## src/rtl/aes_host_bridge_if.sv

```systemverilog
// Signal bundle between the host/bench and aes_host_bridge.
// Host side: in_* job word stream and out_* result word stream (valid/ready).
// Core side: key/data/start outputs to the AES core and results/ready strobes back.
// slave  : seen from the bridge.
// master : seen from whoever drives the host stream and models the core.
interface aes_host_bridge_if;
  logic         in_valid;
  logic         in_ready;
  logic [31:0]  in_data;
  logic         in_mode;
  logic         out_valid;
  logic         out_ready;
  logic [31:0]  out_data;
  logic         out_last;
  logic         err_timeout;
  logic [127:0] plain_text_in;
  logic [127:0] cipher_text_in;
  logic [127:0] cipher_key_in;
  logic [127:0] round_key_10;
  logic         cipher_new_en;
  logic         EN;
  logic [127:0] cipher_text_out;
  logic [127:0] plain_text_out;
  logic         cipher_ready;
  logic         decipher_ready;

  modport slave (
    input  in_valid, in_data, in_mode, out_ready,
           cipher_text_out, plain_text_out, cipher_ready, decipher_ready,
    output in_ready, out_valid, out_data, out_last, err_timeout,
           plain_text_in, cipher_text_in, cipher_key_in, round_key_10,
           cipher_new_en, EN
  );

  modport master (
    output in_valid, in_data, in_mode, out_ready,
           cipher_text_out, plain_text_out, cipher_ready, decipher_ready,
    input  in_ready, out_valid, out_data, out_last, err_timeout,
           plain_text_in, cipher_text_in, cipher_key_in, round_key_10,
           cipher_new_en, EN
  );
endinterface

```

## src/rtl/aes_host_bridge.sv

```systemverilog
// Word-serial host front-end for the AES-128 core.
// Collects 8 job words (key[127:0] then data[127:0], MS word first), fires a
// one-cycle encrypt/decrypt start, waits for the core's ready (with timeout)
// and returns the 128-bit result as 4 words, MS word first.
// Ports:
//   clk, reset : rising-edge clock, synchronous active-high reset
//   bus        : aes_host_bridge_if.slave (host streams + core signal set)
// Parameter TIMEOUT_CYC (2..1024): WAIT cycles allowed before the job is aborted.
module aes_host_bridge #(
  parameter int unsigned TIMEOUT_CYC = 64
) (
  input  logic              clk,
  input  logic              reset,
  aes_host_bridge_if.slave  bus
);

  localparam int unsigned        CNT_W    = $clog2(TIMEOUT_CYC);
  localparam logic [CNT_W-1:0]   CNT_LAST = CNT_W'(TIMEOUT_CYC - 1);

  typedef enum logic [1:0] {S_LOAD, S_START, S_WAIT, S_DRAIN} state_t;

  state_t             r_state;
  state_t             w_state_nxt;
  logic               r_in_ready;
  logic               r_out_valid;
  logic               r_out_last;
  logic               r_new_en;
  logic               r_en;
  logic               r_err;
  logic               r_mode;
  logic [2:0]         r_word_idx;
  logic [1:0]         r_out_idx;
  logic [CNT_W-1:0]   r_tmo_cnt;
  logic [127:0]       r_key;
  logic [127:0]       r_data;
  logic [95:0]        r_rest;
  logic [31:0]        r_out_data;

  logic               w_accept;
  logic               w_core_rdy;
  logic               w_tmo_last;
  logic               w_out_hs;
  logic [127:0]       w_core_res;

  // State register
  always_ff @(posedge clk) begin
    if (reset) r_state <= S_LOAD;
    else       r_state <= w_state_nxt;
  end

  // Next-state decode; only the ready/result matching the latched mode is observed
  always_comb begin
    w_state_nxt = r_state;
    w_accept    = bus.in_valid & r_in_ready;
    w_core_rdy  = r_mode ? bus.decipher_ready : bus.cipher_ready;
    w_core_res  = r_mode ? bus.plain_text_out : bus.cipher_text_out;
    w_tmo_last  = (r_tmo_cnt == CNT_LAST);
    w_out_hs    = r_out_valid & bus.out_ready;
    unique case (r_state)
      S_LOAD:  if (w_accept && (r_word_idx == 3'd7)) w_state_nxt = S_START;
      S_START: w_state_nxt = S_WAIT;
      S_WAIT: begin
        // a ready on the final timeout cycle still wins
        if (w_core_rdy)      w_state_nxt = S_DRAIN;
        else if (w_tmo_last) w_state_nxt = S_LOAD;
      end
      S_DRAIN: if (w_out_hs && (r_out_idx == 2'd3)) w_state_nxt = S_LOAD;
      default: w_state_nxt = S_LOAD;
    endcase
  end

  // Datapath and registered outputs, decoded from the upcoming state
  always_ff @(posedge clk) begin
    if (reset) begin
      r_in_ready  <= 1'b0;
      r_out_valid <= 1'b0;
      r_out_last  <= 1'b0;
      r_new_en    <= 1'b0;
      r_en        <= 1'b0;
      r_err       <= 1'b0;
      r_mode      <= 1'b0;
      r_word_idx  <= '0;
      r_out_idx   <= '0;
      r_tmo_cnt   <= '0;
      r_key       <= '0;
      r_data      <= '0;
      r_rest      <= '0;
      r_out_data  <= '0;
    end else begin
      r_in_ready  <= (w_state_nxt == S_LOAD);
      r_out_valid <= (w_state_nxt == S_DRAIN);
      r_new_en    <= (r_state == S_LOAD) && (w_state_nxt == S_START) && !r_mode;
      r_en        <= (r_state == S_LOAD) && (w_state_nxt == S_START) && r_mode;
      unique case (r_state)
        S_LOAD: begin
          if (w_accept) begin
            r_word_idx <= r_word_idx + 3'd1;
            if (r_word_idx == 3'd0) r_mode <= bus.in_mode;
            // shift-in leaves word 0 in the top slot after four words
            if (!r_word_idx[2]) r_key  <= {r_key[95:0], bus.in_data};
            else                r_data <= {r_data[95:0], bus.in_data};
            // entering START: fresh timeout window and error flag
            if (r_word_idx == 3'd7) begin
              r_tmo_cnt <= '0;
              r_err     <= 1'b0;
            end
          end
        end
        S_WAIT: begin
          if (w_core_rdy) begin
            r_out_data <= w_core_res[127:96];
            r_rest     <= w_core_res[95:0];
            r_out_idx  <= 2'd0;
          end else if (w_tmo_last) begin
            r_err <= 1'b1;
          end else begin
            r_tmo_cnt <= r_tmo_cnt + CNT_W'(1);
          end
        end
        S_DRAIN: begin
          if (w_out_hs) begin
            r_out_idx  <= r_out_idx + 2'd1;
            r_out_data <= r_rest[95:64];
            r_rest     <= {r_rest[63:0], 32'h0};
            r_out_last <= (r_out_idx == 2'd2);
          end
        end
        default: ;
      endcase
    end
  end

  assign bus.in_ready       = r_in_ready;
  assign bus.out_valid      = r_out_valid;
  assign bus.out_data       = r_out_data;
  assign bus.out_last       = r_out_last;
  assign bus.err_timeout    = r_err;
  assign bus.plain_text_in  = r_data;
  assign bus.cipher_text_in = r_data;
  assign bus.cipher_key_in  = r_key;
  assign bus.round_key_10   = r_key;
  assign bus.cipher_new_en  = r_new_en;
  assign bus.EN             = r_en;

endmodule

```

## src/flat_wrapper.sv

```systemverilog
// flat-port wrapper written by rule: the top's interface ports become plain ports
module aes_host_bridge_flat 
#(
  parameter int unsigned TIMEOUT_CYC = 64
)
  (clk, reset, bus_in_valid, bus_in_data, bus_in_mode, bus_out_ready, bus_cipher_text_out, bus_plain_text_out, bus_cipher_ready, bus_decipher_ready, bus_in_ready, bus_out_valid, bus_out_data, bus_out_last, bus_err_timeout, bus_plain_text_in, bus_cipher_text_in, bus_cipher_key_in, bus_round_key_10, bus_cipher_new_en, bus_EN);
  aes_host_bridge_if bus_i ();
  input  logic clk;
  input  logic reset;
  input wire logic [$bits(bus_i.in_valid)-1:0] bus_in_valid;
  input wire logic [$bits(bus_i.in_data)-1:0] bus_in_data;
  input wire logic [$bits(bus_i.in_mode)-1:0] bus_in_mode;
  input wire logic [$bits(bus_i.out_ready)-1:0] bus_out_ready;
  input wire logic [$bits(bus_i.cipher_text_out)-1:0] bus_cipher_text_out;
  input wire logic [$bits(bus_i.plain_text_out)-1:0] bus_plain_text_out;
  input wire logic [$bits(bus_i.cipher_ready)-1:0] bus_cipher_ready;
  input wire logic [$bits(bus_i.decipher_ready)-1:0] bus_decipher_ready;
  output wire logic [$bits(bus_i.in_ready)-1:0] bus_in_ready;
  output wire logic [$bits(bus_i.out_valid)-1:0] bus_out_valid;
  output wire logic [$bits(bus_i.out_data)-1:0] bus_out_data;
  output wire logic [$bits(bus_i.out_last)-1:0] bus_out_last;
  output wire logic [$bits(bus_i.err_timeout)-1:0] bus_err_timeout;
  output wire logic [$bits(bus_i.plain_text_in)-1:0] bus_plain_text_in;
  output wire logic [$bits(bus_i.cipher_text_in)-1:0] bus_cipher_text_in;
  output wire logic [$bits(bus_i.cipher_key_in)-1:0] bus_cipher_key_in;
  output wire logic [$bits(bus_i.round_key_10)-1:0] bus_round_key_10;
  output wire logic [$bits(bus_i.cipher_new_en)-1:0] bus_cipher_new_en;
  output wire logic [$bits(bus_i.EN)-1:0] bus_EN;
  assign bus_i.in_valid = bus_in_valid;
  assign bus_i.in_data = bus_in_data;
  assign bus_i.in_mode = bus_in_mode;
  assign bus_i.out_ready = bus_out_ready;
  assign bus_i.cipher_text_out = bus_cipher_text_out;
  assign bus_i.plain_text_out = bus_plain_text_out;
  assign bus_i.cipher_ready = bus_cipher_ready;
  assign bus_i.decipher_ready = bus_decipher_ready;
  assign bus_in_ready = bus_i.in_ready;
  assign bus_out_valid = bus_i.out_valid;
  assign bus_out_data = bus_i.out_data;
  assign bus_out_last = bus_i.out_last;
  assign bus_err_timeout = bus_i.err_timeout;
  assign bus_plain_text_in = bus_i.plain_text_in;
  assign bus_cipher_text_in = bus_i.cipher_text_in;
  assign bus_cipher_key_in = bus_i.cipher_key_in;
  assign bus_round_key_10 = bus_i.round_key_10;
  assign bus_cipher_new_en = bus_i.cipher_new_en;
  assign bus_EN = bus_i.EN;
  aes_host_bridge #(.TIMEOUT_CYC(TIMEOUT_CYC)) u_core (.clk(clk), .reset(reset), .bus(bus_i));
endmodule
```

## config.mk

```make
export PLATFORM = sky130hd
export DESIGN_NAME = aes_host_bridge_flat
export DESIGN_NICKNAME = d
export VERILOG_FILES = /design/src/rtl/aes_host_bridge_if.sv /design/src/rtl/aes_host_bridge.sv /design/src/flat_wrapper.sv
export SDC_FILE = /design/constraint.sdc
export NUM_CORES = 1
export LEC_CHECK = 0
export CORE_AREA = 2 2 325 327
export DETAILED_ROUTE_END_ITERATION = 8
export DIE_AREA = 0 0 327 329
export PLACE_DENSITY = 0.53
export SETUP_SLACK_MARGIN = 0.05
export SLEW_MARGIN = 0
export SYNTH_ARGS = -nofsm -noshare
export SYNTH_HDL_FRONTEND = slang
export SYNTH_SLANG_ARGS = --single-unit
```

## constraint.sdc

```tcl
create_clock -name clk -period 1.5 [get_ports clk]
set_input_delay 0.225 -clock clk [delete_from_list [all_inputs] [get_ports clk]]
set_output_delay 0.225 -clock clk [all_outputs]
set_load 0.05 [all_outputs]
```

; ---- Word level (Yosys, flattened, before mapping)
; Cells that the tools add are included.
[totals]
word_cells = 82
inputBits = 295
register_bits = 404
[classes]
muxes = 26
eq_ne = 16
reduce_logical = 19
n_addsub = 3
bitwise_logic = 3
[op_table]
columns = operator, count
row1 = 96-bit 2-to-1 mux, 2
row2 = 96-bit case mux with 2 select lines, 1
row3 = 128-bit 2-to-1 mux, 1
row4 = 32-bit 2-to-1 mux, 2
row5 = 32-bit case mux with 2 select lines, 1
row6 = 6-bit 2-to-1 mux, 4
row7 = 2-bit 2-to-1 mux, 6
row8 = 6-bit case mux with 2 select lines, 1
row9 = 3-bit AND reduction, 4
row10 = 2-bit == test (second input constant), 5
row11 = 5-bit AND reduction, 2
row12 = 2-bit by 1-bit inequality test with 1-bit output (second input constant), 4
row13 = 2-bit case mux with 4 select lines, 1
row14 = 6-bit by 1-bit adder with 6-bit output (second input constant), 1
row15 = 6-bit == test (second input constant), 1
row16 = 2-bit inequality test (second input constant), 3
row17 = 1-bit logical AND, 5
row18 = 1-bit 2-to-1 mux, 5
row19 = 2-bit by 1-bit == test with 1-bit output (second input constant), 2
row20 = 2-bit logical NOT, 2
row21 = 2-bit case mux with 2 select lines, 1
row22 = 2-bit AND reduction, 2
row23 = 2-bit nonzero test, 2
row24 = 3-bit by 1-bit adder with 3-bit output (second input constant), 1
row25 = other kinds (7), 8

; ---- Depth between registers and ports, before layout
; Gate-level depths: netlist of the first run.
[logic_depth]
ltp_word = 7
ltp_mapped = 7
depth_no_buf = 6

; ---- Least setup slack after synthesis of the first run
; No wires, ideal clock.
[synth_path]
path_type = reg2reg
start = reg u_core.r_in_ready (netlist: u_core.bus.in_ready)
end = reg u_core.r_key[107] (netlist: u_core.bus.cipher_key_in[107])
path_slack_ps = -411
t_arrival_ps = 1841
setup_time_ps = 70
path_buffers = 3
synth_period_minus_slack_ps = 1911
path_stages_with_launch = 8
cell_sequence = dfxtp_1 -> nor4bb_1 -> buf_2 -> and2_1 -> buf_2 -> buf_2 -> nand2_1 -> a21oi_1
[synth_between]
elab_chain_cells = 2
[synth_rtl]
columns = item, line
row1 = start: declaration, aes_host_bridge.sv:24  ; logic r_in_ready;
row2 = start signal: assignment, aes_host_bridge.sv:90  ; r_in_ready <= (w_state_nxt == S_LOAD);
row3 = 1-bit AND, aes_host_bridge.sv:54  ; w_accept = bus.in_valid & r_in_ready;
row4 = 3-bit AND reduction (no line), --
row5 = end signal: assignment, aes_host_bridge.sv:100  ; if (!r_word_idx[2]) r_key <= {r_key[95:0], bus.in_data};
row6 = end: declaration, aes_host_bridge.sv:34  ; logic [127:0] r_key;
; No other way between the ends.
; A chain may end at the register's enable or synchronous reset.

; ---- Worst setup path in the final report of the first run
[layout_path]
start = reg u_core.r_state[1]
end = reg u_core.r_data[97] (netlist: u_core.bus.cipher_text_in[97])
[layout_between]
elab_chain_cells = 2
[layout_rtl]
columns = item, line
row1 = start: declaration, aes_host_bridge.sv:22  ; state_t r_state;
row2 = start signal: assignment, aes_host_bridge.sv:48  ; else r_state <= w_state_nxt;
row3 = 2-bit logical NOT, aes_host_bridge.sv:94  ; unique case (r_state)
row4 = 3-bit AND reduction (no line), --
row5 = end signal: assignment, aes_host_bridge.sv:101  ; else r_data <= {r_data[95:0], bus.in_data};
row6 = end: declaration, aes_host_bridge.sv:35  ; logic [127:0] r_data;
; No other way between the ends.

==> metrics.md, run 1 <==
| Metric | Value |
|---|---|
| Crit path DAT | roughly 2.2 ns |
| Drt initial violations | around 1300 |
| Critical Path Most Common Cell | buf_12 |
| Worst Path Max Fanout | 6 |
| Clock slew at reported path FFs | ~0.060 ns |
| Core area | around 0.10 sq mm |
| Syn nets | between 2000 and 3000 |
| Critical Path Start Type | register |
| # DRC | 0 |
| Status | finished with violations |
| Routed Antenna Nets | 0 |
| Number of max-cap violations | 0 |
| Worst setup path start | u_core.r_state[1] |
| Worst setup margin | -0.214 ns |
| Clock buffer depth | 3 |
| Failing checks | negative setup slack |
| WHS Endpoint | u_core.bus.cipher_text_in[3] |
| Total I/O pin count | 845 |
| Cells after synthesis | ~2300 |
| Crit path kind | reg -> reg |
| LEAKAGE | ~13 nW |
| First-pass GRT wire length | roughly 120000 microns |
| Pre-Repair DR Iteration Count | 5 |
| Die Height | between 300 and 400 microns |
| Synthesized cell area | 0.0182 sq mm |
| Initial antenna violation count | 5 |
| Largest net degree at the start of global routing | 78 |
| Die X | 327 microns |
| Final setup vio count | 620 |
| Clock sink count | ~400 |
| Final wirelength | between 90000 and 100000 microns |
| Cell-by-cell trace of the critical path | nor4bb_2 -> buf_4 -> and2_4 -> buf_12 -> buf_12 -> clkbuf_16 -> nand2_1 -> a21oi_1 |
| Share of the yosys chip area belonging to registers | 0.444 |
| Clk_lat worst skew | between 0.5 and 0.6 ns |
| CTS buffer count | 46 |
| Starting density of the core | 0.175 |
| Worst slew pin tran | ~0.52 ns |
| Post-DR vias/cell | roughly 4.2 |
| Reg2reg start | u_core.r_state[1] |
| F_max | a little under 600 MHz |
| Setup slack, reg-to-reg | -0.21 ns |
| Grt ovf | 0 |
| Final Skew | ~0.024 ns |
| Share of layout cells above drive strength 1 | 0.347 |
| Total GRT Usage | 0.156 |
| Area Overhead vs Synth | 91.7% |
| Pwr dens | roughly 740 mW/mm^2 |
| Main synth FF type | dfxtp_1 |
| Final hold viol count | 0 |
| RSZ-0062 raised after global routing | true |
| Avg WL per Cell | about 21 microns |
| VDD IR max | roughly 0.69 mV |
| Synthesis Warnings | 0 |
| Final Net Count | ~3300 |
| Vias in the first global route | between 15000 and 20000 |
| CTS tree | yes |
| Post-synth EDFFs | 0 |
| Slew headroom | 0.651 |
| CTS HTree Levels | 2 |
| R2r worst-path depth | 8 |
| Min Tclk post-route | 1.71 ns |
| Placer Congestion | about 0.87 |
| Fin. max-slew vios | 0 |
| Root Buffer | clkbuf_16 |
| Distinct cells, synth | 40 |
| R2R Path End | u_core.bus.cipher_text_in[97] |
| Port Buffer Count | around 840 |
| Hold path start | bus_in_data[3] |
| Fin cells | ~4400 |
| CP endpoint kind | register |
| Hold WC Path Type | in -> reg |
| Async set-or-reset flop fraction in the synthesized netlist | 0 |
| Placed insts | 4250 |
| Vias | 18200 |
| Die Area | approximately 0.11 sq mm |
| Estimated wirelength of the detail-placed design | roughly 69000 microns |
| Hold Path Depth | 3 |
| Register bit total from synthesis | 404 |
| Syn avg cell area | about 8 sq um |
| Critical path's largest stage delay | approximately 0.37 ns |
| DP Worst Slack | -0.524 ns |
| Required time of the critical path | between 2 and 2.5 ns |
| Final cycle utilization of the critical path | 1.14 |
| Slowest cell on the critical path | dfxtp_4 |
| Row cnt | approximately 120 |
[cells in the mapped netlist (2+ instances only)]
master,number,share of area
a21oi_1,374,0.10
nand2b_1,4,0.0014
o31ai_1,2,0.00082
buf_2,48,0.013
o211ai_1,96,0.040
a22oi_1,20,0.0082
buf_4,278,0.11
nand2_1,729,0.15
or3_1,2,0.00069
nand3_1,20,0.0055
and2_1,5,0.0017
nand4_1,3,0.0010
and3_1,3,0.0010
dfxtp_1,404,0.44
mux2_2,32,0.020
clkbuf_1,95,0.020
mux2i_1,100,0.055
inv_1,5,0.0010
ha_1,6,0.0041
nor2_1,33,0.0068
[placed cells by master, fill, tap and decap left out, types with 4 or more instances in the layout]
cell type and n:
nand2_1 699, buf_12 480, dfxtp_1 384, clkdlybuf4s50_1 293, a21oi_1 289, buf_4 227, o211ai_1 96, a21oi_2 84
mux2i_1 84, clkbuf_16 56, mux2_2 32, nor2_1 31, buf_6 22, nand2_4 21, nand3_1 20, a22oi_1 19
dfxtp_4 17, buf_16 12, mux2i_4 9, clkbuf_8 9, nand2_2 8, mux2i_2 8, buf_8 8, clkbuf_1 7
clkinv_2 6, inv_1 5, diode_2 4, nand2b_1 4, bufbuf_16 4
[layer usage]
metal / vias to the layer above / part of all wire / track usage
li1: 8716 / - / -
met1: 8769 / 0.45 / 0.215
met2: 643 / 0.46 / 0.244
met3: 99 / 0.069 / 0.0347
met4: 0 / 0.024 / 0.0432
met5: - / 0 / 0
[worst max-delay path, delay by kind of cell, from the launching register on]
family / cells / cell delay (ns)
compound gates: 1 / 0.13
buf+inv: 4 / 0.59
flops: 1 / 0.37
simple gates: 3 / 0.54
[worst max-delay path by stage]
| stage | to | slack [ns] |
|---|---|---|
| 3_3_place_gp | u_core.bus.cipher_key_in[29] | -0.50 |
| 5_1_grt | u_core.bus.cipher_key_in[43] | -0.27 |
| 4_1_cts | u_core.bus.cipher_key_in[93] | -0.20 |
| 6_report | u_core.bus.cipher_text_in[97] | -0.21 |
| 3_5_place_dp | u_core.bus.cipher_key_in[30] | -0.52 |
| 2_1_floorplan | u_core.bus.cipher_text_in[67] | -0.01 |
[kinds of logic (layout without fill, tap and decap cells)]
kind of cell,Yosys count,after routing,synth area share
other,0,4,0
XOR/XNOR,1,1,0.000480
AND/OR/NAND/NOR,805,806,0.171
adder cells (fa/ha/maj),6,6,0.00412
multiplexers,134,134,0.0767
AO/OA/AOI/OAI,501,501,0.155
buffers and inverters,428,1138,0.149
flip-flops,404,404,0.444
[report_power, final]
part           switching, W  internal, W
sequential         0.000173       0.0108
combinational       0.00155      0.00175
clock               0.00478      0.00679
[through the flow]
stage / setup TNS [ns] / hold slack [ns] / util / total power (W) / area [sq um]
floorplan: -0.380 / 0.361 / - / 0.0124 / 18600
global placement: -151.83 / 0.438 / 0.302 / 0.0143 / 31500
detailed placement: -162.60 / 0.445 / 0.302 / 0.0143 / 31500
CTS: -70.76 / 0.159 / 0.326 / 0.0261 / 34000
global route: -105.31 / 0.193 / 0.335 / 0.0267 / 34900
finish: -60.23 / 0.206 / 0.335 / 0.0258 / 35000
[registers in the layout, indices dropped and copies added, names as in the netlist, 2 cells and up]
signal,count
u_core.bus.out_data,32
u_core.r_state,2
u_core.r_tmo_cnt,6
u_core.bus.cipher_text_in,128
u_core.bus.cipher_key_in,128
u_core.r_out_idx,2
u_core.r_word_idx,3
u_core.r_rest,96
[timing repair]
action,in CTS,in global routing
pin swaps,29,37
hold endpoints to repair,17,0
hold buffers,1,0
gates cloned,12,8
gates resized for setup,103,162
endpoints found under the setup margin,883,875
buffers inserted,22,10
[layout make-up]
| type | instances | area (sq um) |
|---|---|---|
| Fill cell | 10600 | 69400 |
| Timing Repair Buffer | 1055 | 15300 |
| Multi-Input combinational cell | 1448 | 8220 |
| Sequential cell | 404 | 8160 |
| Tap cell | 1391 | 1740 |
| Clock buffer | 64 | 1350 |
| Clock inverter | 14 | 171 |
| Inverter | 5 | 18.8 |
| Antenna cell | 4 | 10.0 |
No activity file was read; power rests on OpenSTA's default activity.
==> run 2: changes to the inputs <==
- CORE_AREA: 2 2 325 327 -> 2 2 326 328
- DIE_AREA: 0 0 327 329 -> 0 0 328 330
- MAX_ROUTING_LAYER: unset -> met4
- PLACE_DENSITY: 0.53 -> 0.52
- clock period: 1.5 -> 2 ns (I/O delays scaled with it)
==> run 2 against run 1 <==
Against the previous run: non-clock buffer count down 76; worst setup slack better by 0.31 ns; clock skew fell by 0.0063 ns; cell count fell by 1.6%; the run now ends clean; critical path type is now reg -> out; total power is 23% lower; largest cell class unchanged; critical endpoint is now bus_cipher_text_in[40]; largest power group unchanged.
==> metrics.md, run 2 (same netlist as run 1, synthesis figures left out) <==
| Metric | Value |
|---|---|
| Crit path kind | reg -> out (was reg -> reg) |
| Bufs and invs on worst path | 1 (was 4) |
| DP Worst Slack | -0.0721 ns (was -0.524 ns) |
| Worst slew pin tran | 0.704 ns (was 0.521 ns) |
| VDD IR max | 0.441 mV (was 0.695 mV) |
| CTS buffer count | 47 (was 46) |
| Routed Antenna Nets | 0 (unchanged) |
| Final Net Count | 3185 (was 3261) |
| Fin. max-slew vios | 0 (unchanged) |
| Post-DR vias/cell | 4.01 (was 4.16) |
| Root Buffer | clkbuf_16 (unchanged) |
| Total I/O pin count | 845 (unchanged) |
| Required time of the critical path | 1.70 ns (was 2.01 ns) |
| Worst Path Max Fanout | 3 (was 6) |
| Cell-by-cell trace of the critical path | dlygate4sd2_1 (was nor4bb_2 -> buf_4 -> and2_4 -> buf_12 -> buf_12 -> clkbuf_16 -> nand2_1 -> a21oi_1) |
| First-pass GRT wire length | 114000 microns (was 124000 microns) |
| Critical Path Start Type | register (unchanged) |
| Largest net degree at the start of global routing | 76 (was 78) |
| RSZ-0062 raised after global routing | true (unchanged) |
| Area Overhead vs Synth | 54.6% (was 91.7%) |
| Design area | 0.0282 sq mm (was 0.0350 sq mm) |
| CTS tree | yes (unchanged) |
| Vias in the first global route | 16600 (was 17700) |
| Final setup vio count | 0 (was 620) |
| Number of max-cap violations | 0 (unchanged) |
| Status | complete, no violations (was finished with violations) |
| Setup Buffers After CTS | 0 (was 22) |
| Drt initial violations | 929 (was 1283) |
| Clock buffer depth | 3 (unchanged) |
| Clk_lat worst skew | 0.59 ns (about the same) |
| Vias | 17300 (was 18200) |
| Pwr dens | 707 mW/mm^2 (was 739 mW/mm^2) |
| Placed insts | 4226 (was 4250) |
| Final core occ | 0.269 (was 0.335) |
| Clock sink count | 404 (unchanged) |
| Final hold viol count | 0 (unchanged) |
| Die X | 328 microns (was 327 microns) |
| Final Skew | 0.0178 ns (was 0.0241 ns) |
| Post-DP Area | 0.0269 sq mm (was 0.0315 sq mm) |
| Row cnt | 119 (unchanged) |
| Share of layout cells above drive strength 1 | 0.141 (was 0.347) |
| CTS HTree Levels | 2 (unchanged) |
| Final wirelength | 82500 microns (was 90100 microns) |
| Avg WL per Cell | 19.1 microns (was 20.5 microns) |
| F_max | about 520 MHz |
| Most frequent cells in the layout | nand2_1, dfxtp_1, a21oi_1 (was nand2_1, buf_12, dfxtp_1) |
| Final cycle utilization of the critical path | 0.952 |
| Fin cells | 4316 (was 4385) |
| Port Buffer Count | 844 (unchanged) |
| Grt ovf | 0 (unchanged) |
| Min Tclk post-route | 1.90 ns |
| Worst setup margin | 0.0950 ns (was -0.214 ns) |
| Setup total negative slack | 0 ns (was -60.23 ns) |
| Core area | 0.105 sq mm (was 0.104 sq mm) |
| LEAKAGE | 11.8 nW (was 12.9 nW) |
| # DRC | 0 (unchanged) |
| Hold WC Path Type | in -> reg (unchanged) |
| Die Area | 0.108 sq mm (about the same) |
| Die Height | 330 microns (was 329 microns) |
| Total GRT Usage | 0.147 (was 0.156) |
| Slew headroom | 0.529 (was 0.651) |
| Slowest cell on the critical path | dlygate4sd2_1 (was dfxtp_4) |
| CP top delay family | buffers and inverters (unchanged) |
| Pre-Repair DR Iteration Count | 5 (unchanged) |
| Commonest non-fill, non-tap cell in the layout | nand2_1 (unchanged) |
| Initial antenna violation count | 6 (was 5) |
| CP endpoint kind | primary output (was register) |
| Estimated wirelength of the detail-placed design | 64800 microns (was 69400 microns) |
| Placer Congestion | 0.852 (was 0.870) |
| Crit path DAT | 1.60 ns (was 2.23 ns) |
| Clock slew at reported path FFs | 0.06 ns (about the same) |
| Starting density of the core | 0.174 (was 0.175) |
| Critical path's largest stage delay | 0.57 ns (was 0.37 ns) |
## run 2: cell count changes in the layout (fill, tap and decap cells not counted), moves of 28 or more
cell             delta
dlygate4sd2_1     +363
buf_12            -451
clkdlybuf4s15_1    +32
a21oi_2            -84
a21oi_1            +85
clkdlybuf4s15_2    +28
## run 2: area by class of cell
cell class,instances,area (sq um)
diodes,3,7.51
clock inverters,13,280
clock buffers,74,1460
flip-flops and latches,404,8100
inverters,5,18.8
multi-input cells,1447,7480
repair buffers,979,9110
fillers,11500,76500
well taps,1391,1740
## run 2: worst paths after layout
kind	start	end	slack, ns	cells after the start
worst max-delay path	u_core.bus.cipher_text_in[40]	bus_cipher_text_in[40]	0.1	1
worst min-delay path	reset	u_core.r_rest[5]	0.08	2
worst max register to register	u_core.r_word_idx[0]	u_core.r_tmo_cnt[5]	0.14	6
worst min register to register	u_core.bus.out_data[13]	u_core.bus.out_data[13]	0.44	2
## run 2: power by group
part	switching [W]	leakage [nW]	internal [W]
sequential	0.0000943	3.26	0.00810
clock	0.00367	0.839	0.00605
combinational	0.00106	7.67	0.000957
## run 2: layer usage
metal  global-route usage  vias to the layer above  part of all wire
li1                     -                     8549                 -
met1                0.203                     8140              0.48
met2                0.219                      536              0.45
met3               0.0237                       98             0.053
met4               0.0428                        0             0.025
met5                    -                        -                 0
## run 2: per-stage QoR
stage / hold WS, ns / total power [W]
after detailed placement: 0.443 / 0.0104
after global placement: 0.436 / 0.0104
after floorplan: 0.432 / 0.00928
final: 0.0757 / 0.0199
after global routing: 0.0663 / 0.0206
after CTS: 0.0332 / 0.0203
## run 2: timing repair
action                                 CTS  global route
hold buffers                             0             0
gates resized for setup                513            17
setup endpoints to repair              431            19
endpoints found under the hold margin    0             0
==> run 3: changes to the inputs <==
- MAX_ROUTING_LAYER: met4 -> unset
==> run 3 against run 2 <==
Against the previous run: clock-buffer cell count unchanged; clock skew rose by 0.00064 ns; combinational power is essentially flat; clock power hardly changed; cell area about the same; core utilization about the same.
==> metrics.md, run 3 (same netlist as run 1, synthesis figures left out) <==
| Metric | Value |
|---|---|
| Status | complete, no violations (unchanged) |
| Cell-by-cell trace of the critical path | dlygate4sd2_1 (unchanged) |
| Final Skew | 0.0184 ns (was 0.0178 ns) |
| Crit path DAT | 1.60 ns (about the same) |
| Final setup vio count | 0 (unchanged) |
| Die X | 328 microns (unchanged) |
| CTS HTree Levels | 2 (unchanged) |
| Fin. max-slew vios | 0 (unchanged) |
| Share of layout cells above drive strength 1 | 0.141 (unchanged) |
| Pint | 0.0151 W (about the same) |
| Number of max-cap violations | 0 (unchanged) |
| Vias | 17400 (was 17300) |
| Initial antenna violation count | 6 (unchanged) |
| Port Buffer Count | 844 (unchanged) |
| Commonest non-fill, non-tap cell in the layout | nand2_1 (unchanged) |
| Die Area | 0.108 sq mm (unchanged) |
| Worst hold slack | 0.0738 ns (was 0.0757 ns) |
| Clock buffer depth | 3 (unchanged) |
| Seq pwr share | 0.411 (about the same) |
| Post-cts gate resize count | 513 (unchanged) |
| Final Net Count | 3185 (unchanged) |
| Clock sink count | 404 (unchanged) |
| Bufs and invs on worst path | 1 (unchanged) |
| Row cnt | 119 (unchanged) |
| DP Worst Slack | -0.0721 ns (unchanged) |
| Pre-Repair DR Iteration Count | 5 (unchanged) |
| Worst slew pin tran | 0.694 ns (was 0.704 ns) |
| Logic pwr share | 0.101 (about the same) |
| Estimated wirelength of the detail-placed design | 64800 microns (unchanged) |
| Final hold viol count | 0 (unchanged) |
| CP endpoint kind | primary output (unchanged) |
| Worst setup margin | 0.102 ns (was 0.0950 ns) |
| Slew headroom | 0.536 (was 0.529) |
| Root Buffer | clkbuf_16 (unchanged) |
| RSZ-0062 raised after global routing | true (unchanged) |
| Total GRT Usage | 0.142 (was 0.147) |
| Fin cells | 4316 (unchanged) |
| Largest net degree at the start of global routing | 76 (unchanged) |
| CP top delay family | buffers and inverters (unchanged) |
| Core area | 0.105 sq mm (unchanged) |
| Min Tclk post-route | 1.90 ns (about the same) |
| Post-DR vias/cell | 4.03 (was 4.01) |
| Most frequent cells in the layout | nand2_1, dfxtp_1, a21oi_1 (unchanged) |
| Sw frac | 0.243 (was 0.242) |
| F_max | 527 MHz (was 525 MHz) |
| Routed Antenna Nets | 0 (unchanged) |
| Die Height | 330 microns (unchanged) |
| Vias in the first global route | 16600 (about the same) |
| # DRC | 0 (unchanged) |
| Setup Buffers After CTS | 0 (unchanged) |
| First-pass GRT wire length | 114000 microns (about the same) |
| CTS buffer count | 47 (unchanged) |
| CTS tree | yes (unchanged) |
| Total I/O pin count | 845 (unchanged) |
| Starting density of the core | 0.174 (unchanged) |
| Slowest cell on the critical path | dlygate4sd2_1 (unchanged) |
| Worst Path Max Fanout | 4 (was 3) |
| Placer Congestion | 0.839 (was 0.852) |
| VDD IR max | 0.442 mV (was 0.441 mV) |
| Avg WL per Cell | 19.1 microns (about the same) |
| Sw Pwr | 0.00484 W (was 0.00483 W) |
| Pwr dens | 708 mW/mm^2 (was 707 mW/mm^2) |
| Hold WC Path Type | in -> reg (unchanged) |
| Crit path kind | reg -> out (unchanged) |
| Clk_lat worst skew | 0.59 ns (about the same) |
| Required time of the critical path | 1.70 ns (about the same) |
| Clock slew at reported path FFs | 0.06 ns (about the same) |
| Final core occ | 0.269 (about the same) |
| Area Overhead vs Synth | 54.6% (about the same) |
| CTS Hold Bufs | 0 (unchanged) |
| LEAKAGE | 11.8 nW (about the same) |
| Drt initial violations | 1003 (was 929) |
| # fillers | 11500 (about the same) |
| Grt ovf | 0 (unchanged) |
| Critical Path Start Type | register (unchanged) |
| Final wirelength | 82600 microns (was 82500 microns) |
| Final cycle utilization of the critical path | 0.949 (was 0.952) |
| Clk network pwr share | 0.488 (about the same) |
| Critical path's largest stage delay | 0.57 ns (about the same) |
| Placed insts | 4226 (unchanged) |
run 3: cell types whose count changed in the layout (fill, tap and decap cells not counted):
cell             delta
clkdlybuf4s15_1     +1
dlygate4sd2_1       -1
run 3: final timing paths:
kind                                              startpoint                      end  slack [ns]  cells after the start
worst max register to register          u_core.r_word_idx[0]      u_core.r_tmo_cnt[5]        0.14                      6
worst max-delay path            u_core.bus.cipher_key_in[43]    bus_cipher_key_in[43]        0.10                      1
worst min-delay path                                   reset         u_core.r_rest[5]        0.07                      2
worst min register to register       u_core.bus.out_data[13]  u_core.bus.out_data[13]        0.44                      2
run 3: area by class of cell:
class / instances / area [sq um] / area share
timing repair buffer: 979 / 9110 / 0.323
multi-input combinational: 1447 / 7480 / 0.265
sequential: 404 / 8100 / 0.287
clock buffer: 74 / 1460 / 0.0518
antenna: 3 / 7.51 / 0.000266
inverter: 5 / 18.8 / 0.000666
tap: 1391 / 1740 / 0.0617
clock inverter: 13 / 280 / 0.00994
run 3: power groups by stage:
| stage | logic, W | registers (W) | clock network [W] |
|---|---|---|---|
| after CTS | 0.00204 | 0.00819 | 0.0100 |
| after global placement | 0.00207 | 0.00838 | 0 |
| final | 0.00202 | 0.00819 | 0.00973 |
| after global routing | 0.00214 | 0.00820 | 0.0103 |
| after detailed placement | 0.00207 | 0.00838 | 0 |
| after floorplan | 0.000801 | 0.00848 | 0 |
run 3: metrics by stage:
step | area, sq um | power (W) | setup TNS (ns)
after global routing | 28200 | 0.0206 | 0
final | 28200 | 0.0199 | 0
after floorplan | 18200 | 0.00928 | 0
after global placement | 26900 | 0.0104 | -1.62
after CTS | 28200 | 0.0203 | 0
after detailed placement | 26900 | 0.0104 | -3.03
run 3: per-layer routing:
layer  global-route usage  share of wire  vias to the layer above  routed length, microns
met2                0.219           0.45                      568                   37100
met3               0.0247          0.061                       95                    5000
li1                     -              -                     8541                       -
met1                0.202           0.47                     8170                   38500
met5                    0              0                        -                       0
met4               0.0428          0.024                        0                    1990
